`src/rtl/ins_loader.sv`:
```
// ins_loader: assembles 5-byte instructions from a byte stream and writes them
// into instruction memory. It flags illegal opcodes and nonzero pad bits.
module ins_loader #(
   parameter int INS_ADDR_WIDTH = 10,
   parameter int ADDR_WIDTH     = 10,
   parameter int OPCODE_WIDTH   = 3
) (
   input  logic                                   clk,
   input  logic                                   rstn,
   input  logic                                   start,
   input  logic [INS_ADDR_WIDTH:0]                num_ins,
   input  logic                                   abort,
   input  logic [7:0]                             s_data,
   input  logic                                   s_valid,
   output logic                                   s_ready,
   output logic                                   ins_we,
   output logic [INS_ADDR_WIDTH-1:0]              ins_addr,
   output logic [OPCODE_WIDTH+3*ADDR_WIDTH-1:0]   ins_wdata,
   output logic                                   busy,
   output logic                                   done,
   output logic                                   err_illegal
);

   localparam int IW = OPCODE_WIDTH + 3*ADDR_WIDTH;
   // Bits of the 40-bit assembled word that sit above the instruction field.
   localparam logic [39:0] PAD_MASK = ~((40'd1 << IW) - 40'd1);
   // Largest session length: one full pass over the address space.
   localparam logic [INS_ADDR_WIDTH:0] MAX_INS = {1'b1, {INS_ADDR_WIDTH{1'b0}}};

   typedef enum logic [1:0] {IDLE, RECV, WRITE, DONE} state_t;

   state_t                      state_q, state_d;
   logic [2:0]                  bcnt_q, bcnt_d;
   logic [INS_ADDR_WIDTH-1:0]   addr_q, addr_d;
   logic [INS_ADDR_WIDTH:0]     cnt_q, cnt_d;
   logic [39:0]                 w_q, w_d;
   logic                        err_q, err_d;
   logic [INS_ADDR_WIDTH:0]     num_sat;
   logic [INS_ADDR_WIDTH:0]     written;

   // An instruction is illegal if its opcode is above 5 or any pad bit is set.
   function automatic logic is_illegal(input logic [39:0] w);
      return (w[IW-1 -: OPCODE_WIDTH] > OPCODE_WIDTH'(5)) || ((w & PAD_MASK) != 40'd0);
   endfunction

   assign num_sat = (num_ins > MAX_INS) ? MAX_INS : num_ins;
   // Count of words written including the one being written in this WRITE cycle.
   assign written = {1'b0, addr_q} + {{INS_ADDR_WIDTH{1'b0}}, 1'b1};

   // Next-state, counters and word assembly; abort overrides everything.
   always_comb begin
      state_d = state_q;
      bcnt_d  = bcnt_q;
      addr_d  = addr_q;
      cnt_d   = cnt_q;
      w_d     = w_q;
      err_d   = err_q;
      if (abort) begin
         state_d = IDLE;
         bcnt_d  = 3'd0;
      end else begin
         case (state_q)
            IDLE: begin
               if (start) begin
                  cnt_d   = num_sat;
                  addr_d  = '0;
                  bcnt_d  = 3'd0;
                  err_d   = 1'b0;
                  state_d = (num_sat == '0) ? DONE : RECV;
               end
            end
            RECV: begin
               if (s_valid) begin
                  w_d = {w_q[31:0], s_data};
                  if (bcnt_q == 3'd4) begin
                     bcnt_d  = 3'd0;
                     state_d = WRITE;
                  end else begin
                     bcnt_d = bcnt_q + 3'd1;
                  end
               end
            end
            WRITE: begin
               if (is_illegal(w_q)) begin
                  err_d = 1'b1;
               end
               addr_d  = addr_q + {{(INS_ADDR_WIDTH-1){1'b0}}, 1'b1};
               state_d = (written == cnt_q) ? DONE : RECV;
            end
            DONE: begin
               state_d = IDLE;
            end
            default: begin
               state_d = IDLE;
            end
         endcase
      end
   end

   // State and datapath registers with asynchronous clear.
   always_ff @(posedge clk or negedge rstn) begin
      if (!rstn) begin
         state_q <= IDLE;
         bcnt_q  <= 3'd0;
         addr_q  <= '0;
         cnt_q   <= '0;
         w_q     <= 40'd0;
         err_q   <= 1'b0;
      end else begin
         state_q <= state_d;
         bcnt_q  <= bcnt_d;
         addr_q  <= addr_d;
         cnt_q   <= cnt_d;
         w_q     <= w_d;
         err_q   <= err_d;
      end
   end

   // Handshake and status outputs decode registered state only.
   assign s_ready     = (state_q == RECV);
   assign ins_we      = (state_q == WRITE);
   assign done        = (state_q == DONE);
   assign busy        = (state_q == RECV) || (state_q == WRITE);
   assign ins_addr    = addr_q;
   assign ins_wdata   = w_q[IW-1:0];
   assign err_illegal = err_q;

endmodule

```
`config.mk`:
```
export PLATFORM = sky130hd
export DESIGN_NAME = ins_loader
export DESIGN_NICKNAME = d
export VERILOG_FILES = /design/src/rtl/ins_loader.sv
export SDC_FILE = /design/constraint.sdc
export NUM_CORES = 1
export LEC_CHECK = 0
export CAP_MARGIN = 5
export CORE_ASPECT_RATIO = 0.8
export CORE_MARGIN = 2
export CORE_UTILIZATION = 49
export CTS_CLUSTER_SIZE = 10
export DETAILED_ROUTE_END_ITERATION = 8
export GPL_TIMING_DRIVEN = 0
export PLACE_DENSITY = 0.84
export SYNTH_ARGS = -nofsm -noshare
export SYNTH_HDL_FRONTEND = slang
export SYNTH_SLANG_ARGS = --single-unit
```
`constraint.sdc`:
```
create_clock -name clk -period 1.73 [get_ports clk]
set_input_delay 0.173 -clock clk [delete_from_list [all_inputs] [get_ports clk]]
set_output_delay 0.173 -clock clk [all_outputs]
set_load 0.1 [all_outputs]
```
==> results of run 1 <==
[metal layers]
layer / global-route usage / share of wire / up-vias
li1: - / - / 1236
met5: 0 / 0 / -
met3: 0.0779 / 0.066 / 11
met4: 0.0589 / 0.013 / 0
met2: 0.335 / 0.47 / 78
met1: 0.270 / 0.45 / 1309
[repair_timing]
action,in CTS,in global routing
gates resized for setup,157,17
setup buffers,3,3
cloned,0,0
hold endpoints to repair,67,0
hold buffers,1,0
pin swaps,1,3
endpoints found under the setup margin,62,51
[worst register-to-register path, delay by kind of cell, from the launching register on]
family	cells	cell delay, ns
flip-flops	1	0.39
buffers and inverters	2	0.39
multiplexers	1	0.37
AND/OR/NAND/NOR	2	0.28
adder cells (fa/ha/maj)	1	0.18
[cell families after synthesis]
kind of cell               count (synthesis)  share of synthesized area
buffers and inverters                     55                      0.105
AOI/OAI and AO/OA                         51                     0.0979
DFF                                       67                      0.479
adders and majority gates                  7                     0.0250
and+or+nand+nor                           75                      0.119
xor gates and xnor gates                  15                     0.0457
muxes                                     40                      0.129
[final cells by class]
cell class / count / area, um2
buffer: 47 / 360
clock buffer: 9 / 124
clock inverter: 7 / 83.8
fill: 487 / 2140
inverter: 8 / 30.0
multi-input combinational: 188 / 1570
sequential: 67 / 1700
tap: 87 / 109
timing repair buffer: 77 / 782
[registers in the layout (all words and copies together) (netlist names)]
register	flops
w_q	40
cnt_q	11
ins_addr	10
bcnt_q	3
state_q	2
err_illegal	1
[stage by stage]
stage	hold slack, ns	setup WS [ns]	TNS [ns]	cells
3_3_place_gp	0.477	-2.13	-118.35	467
3_5_place_dp	0.323	-0.379	-2.85	467
4_1_cts	0.155	0.00273	0	487
5_1_grt	0.198	-0.0728	-1.52	490
6_report	0.185	0.00830	0	490
2_1_floorplan	-0.123	-0.0156	-0.335	310
[cells in the final DEF (no fill, tap or decap), drive strengths merged, types with 6 or more instances in the layout]
| cell | netlist | routed |
|---|---|---|
| o21ai | 21 | 21 |
| xnor2 | 7 | 7 |
| clkbuf | 1 | 12 |
| dfrtp | 67 | 67 |
| clkdlybuf4s15 | 0 | 43 |
| nor2 | 10 | 10 |
| inv | 8 | 11 |
| nor3 | 8 | 8 |
| buf | 46 | 56 |
| nand2 | 27 | 27 |
| nand3 | 6 | 6 |
| ha | 7 | 7 |
| mux2 | 40 | 40 |
| clkdlybuf4s50 | 0 | 21 |
| xor2 | 7 | 7 |
[path summary, 6_finish.rpt]
kind	start	to	slack, ns	cells after the start
max	state_q[0]	w_q[20]	0.008	6
min	abort	state_q[0]	0.19	2
max reg2reg	state_q[0]	w_q[20]	0.008	6
min reg2reg	w_q[38]	w_q[38]	0.50	1
max in group asynchronous	rstn	ins_addr[0]	0.62	2
min in group asynchronous	rstn	w_q[6]	0.48	2
==> impl_metrics.py, run 1 <==
metrics = {
    "sta": {
        "rsz0062_at_grt": "true",
        "timing.final.crit_share": 0.995,
        "drv_slew": 0,
        "hold_violations": 0,
        "period_needed_ns": 1.72,
        "setup_viol": 0,
        "max_freq_ghz": 0.581,
        "tightest_slew_ns": 0.816,
        "skew_ns": 0.0131,
        "maxSlewHeadroom": 0.456,
    },
    "detailed_routing": {
        "totalWireLength_mm": 7.79,
        "route.detailed.drc": 0,
        "drtIter0Drc": 125,
        "postRouteAntennaNets": 0,
        "firstDrtPassIters": 4,
        "vias": 2634,
        "wl_per_cell_um": 15.9,
        "viasPerCell": 5.38,
    },
    "grt": {
        "antenna_found_initial": 0,
        "overflow": 0,
        "grt_pass1_vias": 2627,
        "grt_max_degree": 68,
        "grt_pass1_wl_mm": 12.7,
        "grt_usage": 0.210,
    },
    "final_layout": {
        "nNetsFinal": 429,
        "diodes": 0,
        "design_area_um2": 4750,
        "area_growth_pct": 35.6,
        "final_core_util": 0.690,
        "drive_above_1_share": 0.419,
    },
    "worst_setup_path": {
        "worstPathArrival_ns": 1.96,
        "crit_buf_inv": 2,
        "worstSetupPathType": "flip-flop to flip-flop",
        "crit_path_cell_trace": "buf_4 -> ha_4 -> nor2b_4 -> nand2_1 -> buf_4 -> mux2_2",
        "crit_required_ns": 1.96,
        "slowest_delay_ns": 0.39,
        "cp_top_family": "flip-flops",
        "crit_path_end_kind": "flip-flop",
        "crit_top_cell": "buf_4",
        "slowest_stage": "dfrtp_1",
        "cp_max_fo": 10,
        "start_kind": "flip-flop",
    },
    "floorplan": {
        "die_x_um": 98.5,
        "die_area_um2": 7850,
        "die_y_um": 79.6,
        "start_util": 0.508,
        "core_area_um2": 6890,
        "row_count": 27,
        "ios": 72,
    },
    "synthesis": {
        "synth.avg_cell_area_um2": 11.3,
        "synth_commonest_cells": "67 x dfrtp_1, 34 x buf_4, 27 x nand2_1",
        "ys_seq_area_frac": 0.479,
        "yosysWarningCount": 0,
        "yosysTopAreaCellShare": 0.479,
        "postSynth.asyncResetShare": 1.00,
        "synth_nets": 341,
        "synth.area.top_cells": "dfrtp_1 48%, mux2_1 8.0%, buf_4 7.3%",
        "syn_area_um2": 3500,
        "ys_ff_latch": 67,
        "yosysUniqueCellTypes": 50,
        "synth.most_common_cell": "dfrtp_1",
        "synth_edf_count": 0,
        "netlist_instances": 310,
        "synth_top_cell_by_area": "dfrtp_1",
        "ys.flop_type": "dfrtp_1",
    },
    "flow_run": {
        "maxCapViolCount": 0,
    },
    "clock_tree": {
        "cts_buffers": 9,
        "clk_latency_ns": 0.36,
        "max-clock-path-buffers": 2,
        "path_clk_slew_ns": 0.08,
        "clkSinkCount": 67,
        "cts_tree": "built",
        "cts_root_buf": "clkbuf_8",
        "htree_levels": 3,
    },
    "placement": {
        "hpwl_mm": 5.49,
        "routabilityCongestion": 0.854,
        "place_area_um2": 4380,
        "port_buffers": 70,
    },
    "min_path": {
        "hold_path.class": "input pin to flip-flop",
    },
    "run_status": {
        "status": "finished, final reports clean",
    },
}
Power of run 1 is not shown: default switching activity piles up to over one toggle a cycle in this logic, so the estimate is an artifact.
==> inputs of run 2 (changes only) <==
--- a/config.mk
+++ b/config.mk
@@ -13,6 +13,7 @@
 export DETAILED_ROUTE_END_ITERATION = 8
 export GPL_TIMING_DRIVEN = 0
 export PLACE_DENSITY = 0.84
+export SLEW_MARGIN = 25
 export SYNTH_ARGS = -nofsm -noshare
 export SYNTH_HDL_FRONTEND = slang
 export SYNTH_SLANG_ARGS = --single-unit
==> impl_metrics.py, run 2 (synthesis results as in run 1) <==
metrics = {
    "floorplan": {
        "ios": 72,
        "die_area_um2": 7850,
        "die_y_um": 79.6,
        "die_x_um": 98.5,
        "core_area_um2": 6890,
        "row_count": 27,
        "start_util": 0.508,
    },
    "final_layout": {
        "largest_reg_flops": 40,
        "top_register": "w_q",
        "area_growth_pct": 37.5,
        "diodes": 0,
        "drive_above_1_share": 0.433,
        "final_common_cell": "dfrtp_1",
        "nNetsFinal": 435,
        "layout_common_cells": "56 x dfrtp_1, 47 x buf_4, 40 x clkdlybuf4s15_2",
    },
    "sta": {
        "drv_slew": 0,
        "setup_viol": 1,
        "max_freq_ghz": 0.553,
        "rsz0062_at_grt": "true",
        "maxSlewHeadroom": 0.624,
        "tightest_slew_ns": 0.567,
        "setup_slack_ns": -0.0789,
        "period_needed_ns": 1.81,
        "timing.final.crit_share": 1.05,
        "hold_violations": 0,
        "skew_ns": 0.0101,
    },
    "clock_tree": {
        "clk_latency_ns": 0.34,
        "cts_root_buf": "clkbuf_8",
        "max-clock-path-buffers": 2,
        "htree_levels": 3,
        "cts_tree": "built",
        "clkSinkCount": 67,
        "path_clk_slew_ns": 0.07,
        "cts_buffers": 9,
    },
    "worst_setup_path": {
        "cp_top_family": "compound AO/OA/AOI/OAI gates",
        "worstPathArrival_ns": 2.06,
        "reg2reg_slack_ns": -0.08,
        "rr_worst_depth": 6,
        "r2r-end": "state_q[1]",
        "crit_path_end_kind": "flip-flop",
        "crit_buf_inv": 1,
        "start_kind": "flip-flop",
        "cp_max_fo": 8,
        "slowest_delay_ns": 0.52,
        "r2r_start": "ins_addr[0]",
        "crit_required_ns": 1.98,
        "crit_path_cell_trace": "ha_4 -> buf_6 -> and4_2 -> a211oi_1 -> o211ai_1 -> o21ai_1",
        "worstSetupPathType": "flip-flop to flip-flop",
        "slowest_stage": "dfrtp_4",
    },
    "run_status": {
        "status": "complete, but fails checks",
        "violations": "setup timing",
    },
    "grt": {
        "grt_pass1_vias": 2724,
        "grt_usage": 0.214,
        "grt_pass1_wl_mm": 13.1,
        "antenna_found_initial": 0,
        "overflow": 0,
        "grt_max_degree": 56,
    },
    "detailed_routing": {
        "totalWireLength_mm": 8.40,
        "vias": 2706,
        "wl_per_cell_um": 16.9,
        "met2WireLength_mm": 4.12,
        "drtIter0Drc": 173,
        "route.detailed.drc": 0,
        "viasPerCell": 5.46,
        "firstDrtPassIters": 4,
        "postRouteAntennaNets": 0,
        "met3_length_um": 672,
        "top_layer_used": "met4",
        "wl_met1_mm": 3.42,
    },
    "placement": {
        "place_ws_ns": -0.381,
        "port_buffers": 70,
        "hpwl_mm": 5.57,
        "routabilityCongestion": 0.854,
    },
    "flow_run": {
        "maxCapViolCount": 0,
    },
    "min_path": {
        "hold_path.class": "input pin to flip-flop",
        "hold_path_end": "state_q[0]",
        "hold_start": "abort",
        "hold_depth": 2,
    },
}
-- run 2: changes by cell type in the layout (fill, tap and decap cells not counted), sizes merged --
cell	before	now
buf	56	61
inv	11	9
clkbuf	12	18
clkdlybuf4s15	43	40
-- run 2: per-layer routing --
metal | vias to the layer above | GRT usage
met5 | - | 0
met4 | 0 | 0.0630
met3 | 28 | 0.0832
met2 | 106 | 0.351
met1 | 1326 | 0.266
li1 | 1246 | -
-- run 2: worst max-delay path by stage --
stage	from	endpoint	slack, ns	depth (start not counted)
2_1_floorplan	ins_addr[0]	state_q[1]	-0.02	7
3_3_place_gp	rstn	ins_addr[5]	-2.13	1
3_5_place_dp	state_q[0]	busy	-0.38	3
4_1_cts	state_q[0]	w_q[29]	-0.005	6
5_1_grt	ins_addr[0]	state_q[1]	-0.11	6
6_report	ins_addr[0]	state_q[1]	-0.08	6
-- run 2: layout make-up --
type,count,area [um2]
clock buffer,11,151
clock inverter,5,60.1
buffer,47,375
inverter,8,30.0
multi-input combinational,188,1560
timing repair buffer,83,831
tap,87,109
sequential,67,1700
fill,475,2070
-- run 2: stage by stage --
stage / instances / hold WS [ns] / util / setup TNS, ns / area (um2)
global placement: 467 / 0.477 / 0.636 / -118.35 / 4380
detailed placement: 468 / 0.0398 / 0.640 / -2.94 / 4410
CTS: 489 / 0.167 / 0.686 / -0.0140 / 4730
floorplan: 310 / -0.123 / - / -0.335 / 3570
global route: 496 / 0.192 / 0.699 / -0.443 / 4820
finish: 496 / 0.191 / 0.699 / -0.0789 / 4820
-- run 2: timing repair --
action / in CTS / in global routing
endpoints found under the hold margin: 67 / 0
resized for setup: 157 / 21
pin swaps: 1 / 4
hold buffers: 1 / 0
setup buffers: 4 / 7
endpoints found under the setup margin: 68 / 47
Power of run 2 is left out for the same reason.
